===== src/rtl/sched_pkg.sv =====
// Package: sched_pkg
// Purpose : shared state encodings and phase-duration defaults for the
//           sample-memory access scheduler.
// Contents:
//   state_t          IDLE = 0, WRITE = 1, READ = 2, 3 = illegal (recovers to IDLE)
//   DEF_*            default widths, depth and phase durations
package sched_pkg;

   typedef enum logic [1:0] {
      ST_IDLE  = 2'd0,
      ST_WRITE = 2'd1,
      ST_READ  = 2'd2,
      ST_BAD   = 2'd3
   } state_t;

   localparam int DEF_ADDR_W      = 4;
   localparam int DEF_DEPTH       = 16;
   localparam int DEF_IDLE_TICKS  = 5;
   localparam int DEF_WRITE_TICKS = 10;
   localparam int DEF_READ_DWELL  = 2;
   localparam int DEF_TIMER_W     = 8;

endpackage


===== src/rtl/phase_timer.sv =====
// Module : phase_timer
// Purpose: tick counter shared by all scheduler phases. Counts ticks since
//          the last clear and flags when the count equals the terminal value.
// Ports  :
//   clock1Hz  in   1        tick clock, rising edge
//   reset     in   1        asynchronous, active-high; clears the count
//   clear     in   1        synchronous clear (wins over tick)
//   tick      in   1        advance the count by one
//   term      in   TIMER_W  terminal value compared against the count
//   done      out  1        count == term, decoded from the count register
module phase_timer
   import sched_pkg::*;
#(
   parameter int TIMER_W = DEF_TIMER_W
) (
   input  logic               clock1Hz,
   input  logic               reset,
   input  logic               clear,
   input  logic               tick,
   input  logic [TIMER_W-1:0] term,
   output logic               done
);

   logic [TIMER_W-1:0] tcnt;

   always_ff @(posedge clock1Hz or posedge reset) begin
      if (reset) begin
         tcnt <= '0;
      end else if (clear) begin
         tcnt <= '0;
      end else if (tick) begin
         tcnt <= tcnt + 1'b1;
      end
   end

   assign done = (tcnt == term);

endmodule


===== src/rtl/mem_access_scheduler.sv =====
// Module : mem_access_scheduler
// Purpose: sequences a single-port sample memory through IDLE -> WRITE -> READ.
//          WRITE captures one sample per dav-qualified tick into successive
//          addresses; READ replays every captured address, holding each one for
//          READ_DWELL ticks. Owns the phase timer, write/read pointers and the
//          stored-sample count.
// Ports  :
//   clock1Hz  in   1         tick clock, rising edge
//   reset     in   1         asynchronous, active-high
//   dav       in   1         data available, synchronous to clock1Hz
//   mem_en    out  1         memory enable (WRITE or READ)
//   mem_we    out  1         memory write enable (WRITE and dav, same cycle)
//   mem_addr  out  ADDR_W    memory address (wr_ptr in WRITE, rd_ptr in READ)
//   count     out  ADDR_W+1  words captured in the last WRITE phase
//   phase     out  2         0 = IDLE, 1 = WRITE, 2 = READ (state register)
//
// Handshake: dav is a one-cycle qualifier with no back-pressure. In WRITE every
// rising edge that sees dav = 1 stores exactly one word; dav is ignored in IDLE
// and READ.
module mem_access_scheduler
   import sched_pkg::*;
#(
   parameter int ADDR_W      = DEF_ADDR_W,
   parameter int DEPTH       = DEF_DEPTH,
   parameter int IDLE_TICKS  = DEF_IDLE_TICKS,
   parameter int WRITE_TICKS = DEF_WRITE_TICKS,
   parameter int READ_DWELL  = DEF_READ_DWELL,
   parameter int TIMER_W     = DEF_TIMER_W
) (
   input  logic              clock1Hz,
   input  logic              reset,
   input  logic              dav,
   output logic              mem_en,
   output logic              mem_we,
   output logic [ADDR_W-1:0] mem_addr,
   output logic [ADDR_W:0]   count,
   output logic [1:0]        phase
);

   localparam logic [TIMER_W-1:0] IDLE_TERM  = TIMER_W'(IDLE_TICKS - 1);
   localparam logic [TIMER_W-1:0] WRITE_TERM = TIMER_W'(WRITE_TICKS - 1);
   localparam logic [TIMER_W-1:0] READ_TERM  = TIMER_W'(READ_DWELL - 1);
   localparam logic [ADDR_W:0]    DEPTH_M1   = (ADDR_W + 1)'(DEPTH - 1);
   localparam logic [ADDR_W:0]    ONE        = (ADDR_W + 1)'(1);

   state_t              state;
   state_t              state_n;
   logic [ADDR_W-1:0]   wr_ptr;
   logic [ADDR_W-1:0]   rd_ptr;
   logic [ADDR_W:0]     count_q;

   logic                t_done;
   logic                t_clear;
   logic [TIMER_W-1:0]  t_term;
   logic                rd_adv;
   logic                full_hit;

   // One timer serves every phase; its terminal value follows the state.
   phase_timer #(
      .TIMER_W (TIMER_W)
   ) u_timer (
      .clock1Hz (clock1Hz),
      .reset    (reset),
      .clear    (t_clear),
      .tick     (1'b1),
      .term     (t_term),
      .done     (t_done)
   );

   // Next-state and timer control.
   always_comb begin
      t_term   = '0;
      state_n  = ST_IDLE;
      rd_adv   = 1'b0;
      full_hit = 1'b0;
      t_clear  = 1'b0;
      case (state)
         ST_IDLE: begin
            t_term  = IDLE_TERM;
            state_n = t_done ? ST_WRITE : ST_IDLE;
         end
         ST_WRITE: begin
            t_term   = WRITE_TERM;
            // This write fills the last free word.
            full_hit = dav && (count_q == DEPTH_M1);
            if (full_hit || t_done) begin
               // Post-edge count is non-zero if anything was or is being written.
               state_n = (dav || (count_q != '0)) ? ST_READ : ST_IDLE;
            end else begin
               state_n = ST_WRITE;
            end
         end
         ST_READ: begin
            t_term  = READ_TERM;
            state_n = ST_READ;
            if (t_done) begin
               if ({1'b0, rd_ptr} == (count_q - ONE)) begin
                  state_n = ST_IDLE;
               end else begin
                  rd_adv = 1'b1;
               end
            end
         end
         default: begin
            state_n = ST_IDLE;
         end
      endcase
      // Timer restarts on every phase change and every READ address advance.
      t_clear = (state_n != state) || rd_adv;
   end

   // State, pointers and count.
   always_ff @(posedge clock1Hz or posedge reset) begin
      if (reset) begin
         state   <= ST_IDLE;
         wr_ptr  <= '0;
         rd_ptr  <= '0;
         count_q <= '0;
      end else begin
         state <= state_n;
         case (state)
            ST_IDLE: begin
               if (t_done) begin
                  wr_ptr  <= '0;
                  count_q <= '0;
               end
            end
            ST_WRITE: begin
               if (dav) begin
                  wr_ptr  <= wr_ptr + 1'b1;
                  count_q <= count_q + 1'b1;
               end
               if (state_n == ST_READ) begin
                  rd_ptr <= '0;
               end
            end
            ST_READ: begin
               if (rd_adv) begin
                  rd_ptr <= rd_ptr + 1'b1;
               end
            end
            default: begin
            end
         endcase
      end
   end

   // Output decode. Only mem_we depends on dav; the rest come from registers.
   always_comb begin
      mem_en   = 1'b0;
      mem_we   = 1'b0;
      mem_addr = '0;
      phase    = 2'd0;
      case (state)
         ST_WRITE: begin
            mem_en   = 1'b1;
            mem_we   = dav;
            mem_addr = wr_ptr;
            phase    = 2'd1;
         end
         ST_READ: begin
            mem_en   = 1'b1;
            mem_addr = rd_ptr;
            phase    = 2'd2;
         end
         default: begin
         end
      endcase
   end

   assign count = count_q;

endmodule


===== config.mk =====
export PLATFORM = sky130hd
export DESIGN_NAME = mem_access_scheduler
export DESIGN_NICKNAME = d
export VERILOG_FILES = /design/src/rtl/sched_pkg.sv /design/src/rtl/phase_timer.sv /design/src/rtl/mem_access_scheduler.sv
export SDC_FILE = /design/constraint.sdc
export NUM_CORES = 1
export LEC_CHECK = 0
export CAP_MARGIN = 10
export CORE_MARGIN = 5
export CORE_UTILIZATION = 40
export CTS_BUF_LIST = sky130_fd_sc_hd__clkbuf_2
export CTS_CLUSTER_SIZE = 40
export DETAILED_ROUTE_END_ITERATION = 8
export GPL_TIMING_DRIVEN = 0
export PLACE_DENSITY = 0.68
export SYNTH_ARGS = -nofsm -noshare
export SYNTH_HDL_FRONTEND = slang
export SYNTH_HIERARCHICAL = 1
export SYNTH_SLANG_ARGS = --single-unit

===== constraint.sdc =====
create_clock -name clock1Hz -period 6.6 [get_ports clock1Hz]
set_input_delay 0.66 -clock clock1Hz [delete_from_list [all_inputs] [get_ports clock1Hz]]
set_output_delay 0.66 -clock clock1Hz [all_outputs]
set_load 0.02 [all_outputs]

# After elaboration in Yosys (flattened, before gate mapping)
# Cells that the tools add are included.
# totals
ff_bits	23
input_bits	3
out_inout_bits	13
word_cells	56
# classes
add_sub_neg	5
eq_ne	11
n_mux	24
n_reduce_logical	11
# op_table
op	count
4-bit case mux with 2 select lines	3
4-bit 2-to-1 mux	4
4-bit case mux with 3 select lines	1
5-bit 2-to-1 mux	2
5-bit case mux with 2 select lines	1
4-bit by 1-bit adder with 4-bit output (second input constant)	2
8-bit by 1-bit adder with 8-bit output (second input constant)	1
8-bit by 4-bit == test with 1-bit output	1
2-bit 2-to-1 mux	4
8-bit 2-to-1 mux	1
2-bit != test (second input constant)	4
1-bit 2-to-1 mux	6
2-bit case mux with 3 select lines	1
3-bit AND reduction	2
5-bit by 1-bit adder with 5-bit output (second input constant)	1
4-bit by 5-bit == test with 1-bit output	1
5-bit by 4-bit == test with 1-bit output (second input constant)	1
5-bit nonzero test	1
5-bit by 1-bit subtractor with 5-bit output (second input constant)	1
2-bit == test (second input constant)	2
2-bit case mux with 2 select lines	1
2-bit nonzero test	2
1-bit logical OR	3
2-bit by 1-bit == test with 1-bit output (second input constant)	1
other kinds (4)	4

# Logic depth before layout (Yosys ltp)
# depth
word_depth	9
mapped_depth	15
depth_no_buf	14

# Cells and area by module
# The synthesis kept the hierarchy.
# by_module_without_submodules
module	instances	cells_per_inst	area_per_inst_um2	seq_area_each_um2
mem_access_scheduler	1	136	1183.6	375.4
phase_timer	1	50	478.0	200.2

# Least setup slack after synthesis
# Ideal clock, no wire load.
# synth_timing
kind	flip-flop to flip-flop
startpoint	register state[0]
endpoint	register rd_ptr[3]
setup_time_ns	0.137
arrival_time_ns	2.462
required_ns	6.463
setup_slack_ns	4.000
path_stages_with_launch	12
path_buffers	0
synth_period_minus_slack_ns	2.600
path_cell_list	dfrtp_1 -> inv_1 -> ha_1 -> xnor2_1 -> nand4_1 -> nor2_1 -> inv_2 -> mux2_1 -> o21ai_0 -> o21a_1 -> o21a_1 -> o221ai_1
# synth_via
elab_chain_len	9
elab_cells_between_ends	18
cone_classes	eq/ne: 6; mux: 8; reduce/logical: 4
# synth_rtl
item	line	source
start: declaration	mem_access_scheduler.sv:46	state_t state;
start signal: assignment	mem_access_scheduler.sv:120	state <= state_n;
2-bit == test (tied with other cells)	mem_access_scheduler.sv:77	case (state)
4-bit case mux with 3 select lines *	mem_access_scheduler.sv:77	
8-bit by 4-bit == test with 1-bit output *	phase_timer.sv:36	assign done = (tcnt == term);
net t_done	mem_access_scheduler.sv:52	logic t_done;
1-bit logical OR	mem_access_scheduler.sv:86	if (full_hit || t_done) begin
2-bit 2-to-1 mux	mem_access_scheduler.sv:86	
2-bit case mux with 3 select lines	mem_access_scheduler.sv:77	
2-bit == test	mem_access_scheduler.sv:133	if (state_n == ST_READ) begin
2-bit != test (no source line)	-	
3-bit AND reduction (no source line) *	-	
end signal: assignment	mem_access_scheduler.sv:139	rd_ptr <= rd_ptr + 1'b1;
end: declaration	mem_access_scheduler.sv:49	logic [ADDR_W-1:0] rd_ptr;
# Mark *: on every way through the listed nets, which the timed path passes. The rest lies on a longest branch.
# A chain may end at the register's enable or synchronous reset.

# Final worst setup path
# layout_timing
startpoint	register state[1]
endpoint	output port mem_we
# layout_via
elab_chain_len	2
# layout_rtl
item	line	source
2-bit by 1-bit == test with 1-bit output	mem_access_scheduler.sv:154	case (state)
1-bit 2-to-1 mux	mem_access_scheduler.sv:154	
end: declaration	mem_access_scheduler.sv:34	output logic mem_we,
# No other way between the ends.

==> results.py <==
metrics = {
    "logic_synthesis": {
        "syn_inst": 186,
        "async_flop_share": 1.00,
        "synth_ff_type": "dfrtp_1",
        "synth.most_common_cell": "dfrtp_1",
        "avgSynthCellArea_um2": 8.93,
        "synth-seq-area-share": 0.346,
        "yosysTopAreaCell": "dfrtp_1",
        "ys_ff_latch": 23,
        "yosys-top-cells-area": "dfrtp_1 35%, ha_1 7.5%, xnor2_1 6.9%",
        "synth.distinct_cells": 42,
        "ys_warn_count": 6,
        "yosysTopAreaCellShare": 0.346,
        "netlist_area_um2": 1660,
        "synth_common_cells": "23 x dfrtp_1, 20 x nand2_1, 13 x inv_1, 13 x xnor2_1",
        "synth_edf_count": 0,
    },
    "sta": {
        "slew_violations": 0,
        "fin_crit_sh": 0.483,
        "worst_slack_ns": 3.41,
        "hold_violations": 0,
        "max_slew.worst_pin.slew_ns": 0.674,
        "slew_headroom": 0.548,
        "clock_skew_ns": 0.00329,
        "clock.fmax_mhz": 314,
        "fin_tns_setup_ns": 0,
        "setup_viol": 0,
        "grt_setup_unrepaired": "false",
        "min_period_ns": 3.19,
    },
    "detailed_routing": {
        "dr_total_vias": 1356,
        "wl_per_cell_um": 13.5,
        "antenna_left": 0,
        "drcViolationCount": 0,
        "vias_per_cell": 5.24,
        "drtIter0Drc": 87,
        "first_pass_iters": 4,
        "drt_wl_total_mm": 3.49,
    },
    "floorplanning": {
        "ios": 16,
        "die_w_um": 74.5,
        "dieArea_um2": 5540,
        "core_um2": 4000,
        "initial_core_util": 0.415,
        "rows": 23,
        "die_y_um": 74.5,
    },
    "cts": {
        "ctsHoldBuffers": 0,
        "clk_latency_ns": 0.33,
        "htree_levels": 1,
        "clk_pin_slew_ns": 0.23,
        "postCtsSetupRepairBufs": 0,
        "cts_tree": "done",
        "cts_resized": 0,
        "ctsRootBufferMaster": "clkbuf_2",
        "cts_buffer_depth": 2,
        "cts.sinks": 23,
        "cts_buffers": 3,
    },
    "placed_design": {
        "dpl.hpwl_mm": 2.59,
        "preCtsSetupSlack_ns": 3.54,
        "port-buffer-count": 15,
        "globalplace.congestion": 0.791,
        "place_area_um2": 1890,
    },
    "global_routing": {
        "gr-total-overflow": 0,
        "grt_max_degree": 16,
        "grt_use_total": 0.134,
        "grt_pass1_wl_mm": 5.89,
        "met1_usage": 0.204,
        "grt_pass1_vias": 1260,
        "top_usage_layer": "met1",
        "use_met3": 0.0203,
        "antenna_found_initial": 0,
        "grtUsageMet2": 0.198,
    },
    "cells_and_area": {
        "final_area_um2": 1910,
        "nets": 223,
        "diodes": 0,
        "drive_gt1_frac": 0.0718,
        "area_growth_pct": 14.9,
    },
    "power": {
        "p_per_area_nw_per_um2": 199,
        "power_frac_seq": 0.530,
        "clkPwrFrac": 0.155,
        "internal_power_uw": 240,
        "vdd_ir_drop_max_v": 0.000137,
        "switchingPower_uw": 140,
        "leakage_nw": 0.860,
        "switching_share": 0.369,
        "comb_power_share": 0.315,
    },
    "critical_path": {
        "cp_data_arrival_time_ns": 2.53,
        "reg2reg_slack_ns": 3.65,
        "worstPathMaxFanout": 10,
        "critical_path_class": "flop to output pin",
        "start_kind": "flop",
        "crit_path_end_kind": "output pin",
        "cp.required_ns": 5.94,
    },
    "min_path": {
        "hp-class": "input port to async pin",
    },
    "outcome": {
        "outcome": "finished, final reports clean",
    },
    "flow_run": {
        "drv_cap": 0,
    },
}
==> state kept, by name (all words and copies together), names as in the netlist <==
name,cells
rd_ptr,4
u_timer/tcnt,8
count,5
wr_ptr,4
state,2
==> critical path, stage by stage, from the launching register on <==
cell	delay (ns)
dfrtp_1	0.48
inv_1	0.09
ha_1	0.26
clkbuf_8	0.21
clkbuf_1	0.36
and2_1	0.19
clkdlybuf4s50_1	0.60
==> layout make-up <==
type,count,area [um2]
Fill cell,378,2090
Multi-Input combinational cell,145,991
Sequential cell,23,576
Timing Repair Buffer,15,150
Tap cell,50,62.6
Buffer,8,57.6
Inverter,14,52.6
Clock buffer,3,15.0
Clock inverter,1,5.00
==> path summary, 6_finish.rpt <==
| check | startpoint | endpoint | cells past startpoint |
|---|---|---|---|
| min reg2reg | count[4] | count[4] | 1 |
| min in group clock1Hz | count[4] | count[4] | 1 |
| max | state[1] | mem_we | 6 |
| max reg2reg | state[1] | rd_ptr[0] | 11 |
| min | reset | u_timer/tcnt[2] | 2 |
| max in group asynchronous | reset | state[1] | 2 |
==> cell usage in the layout, fill, tap and decap left out, types with 4 or more instances in the layout <==
cell type / n
nor3_1: 4
clkdlybuf4s50_1: 15
o21ai_1: 6
o21ai_0: 8
nand4_1: 7
ha_1: 10
xnor2_1: 13
clkbuf_2: 4
nor2b_1: 5
or3_1: 4
a22o_1: 8
dfrtp_1: 23
xor2_1: 4
nor2_1: 10
nand3_1: 8
conb_1: 6
nand2_1: 20
inv_1: 13
a21oi_1: 7
==> cells by family after synthesis <==
group           synth area share
compound gates             0.204
xor+xnor                   0.103
fa+ha+maj                 0.0753
buf+inv                   0.0663
flops                      0.346
mux                       0.0188
other cells              0.00452
simple gates               0.181
==> routing by layer <==
| layer | vias up | routed length [um] |
|---|---|---|
| li1 | 697 | - |
| met1 | 645 | 1820 |
| met2 | 12 | 1580 |
| met3 | 2 | 60 |
| met4 | 0 | 23 |
| met5 | - | 0 |
==> power groups by stage <==
stage / clock network [mW] / logic [mW] / registers [mW]
final: 0.0590 / 0.120 / 0.202
after global routing: 0.0670 / 0.134 / 0.207
after floorplan: 0 / 0.0943 / 0.195
after detailed placement: 0 / 0.121 / 0.205
after CTS: 0.0621 / 0.122 / 0.202
after global placement: 0 / 0.118 / 0.204
==> through the flow <==
stage          total power, mW  utilization  std cells  hold WS (ns)
2_1_floorplan            0.289            -        190         0.476
3_3_place_gp             0.322        0.472        255         0.513
3_5_place_dp             0.326        0.472        255         0.520
4_1_cts                  0.386        0.477        259         0.553
5_1_grt                  0.408        0.477        259         0.561
6_report                 0.381        0.477        259         0.562
Power figures use the tool's default switching activity.
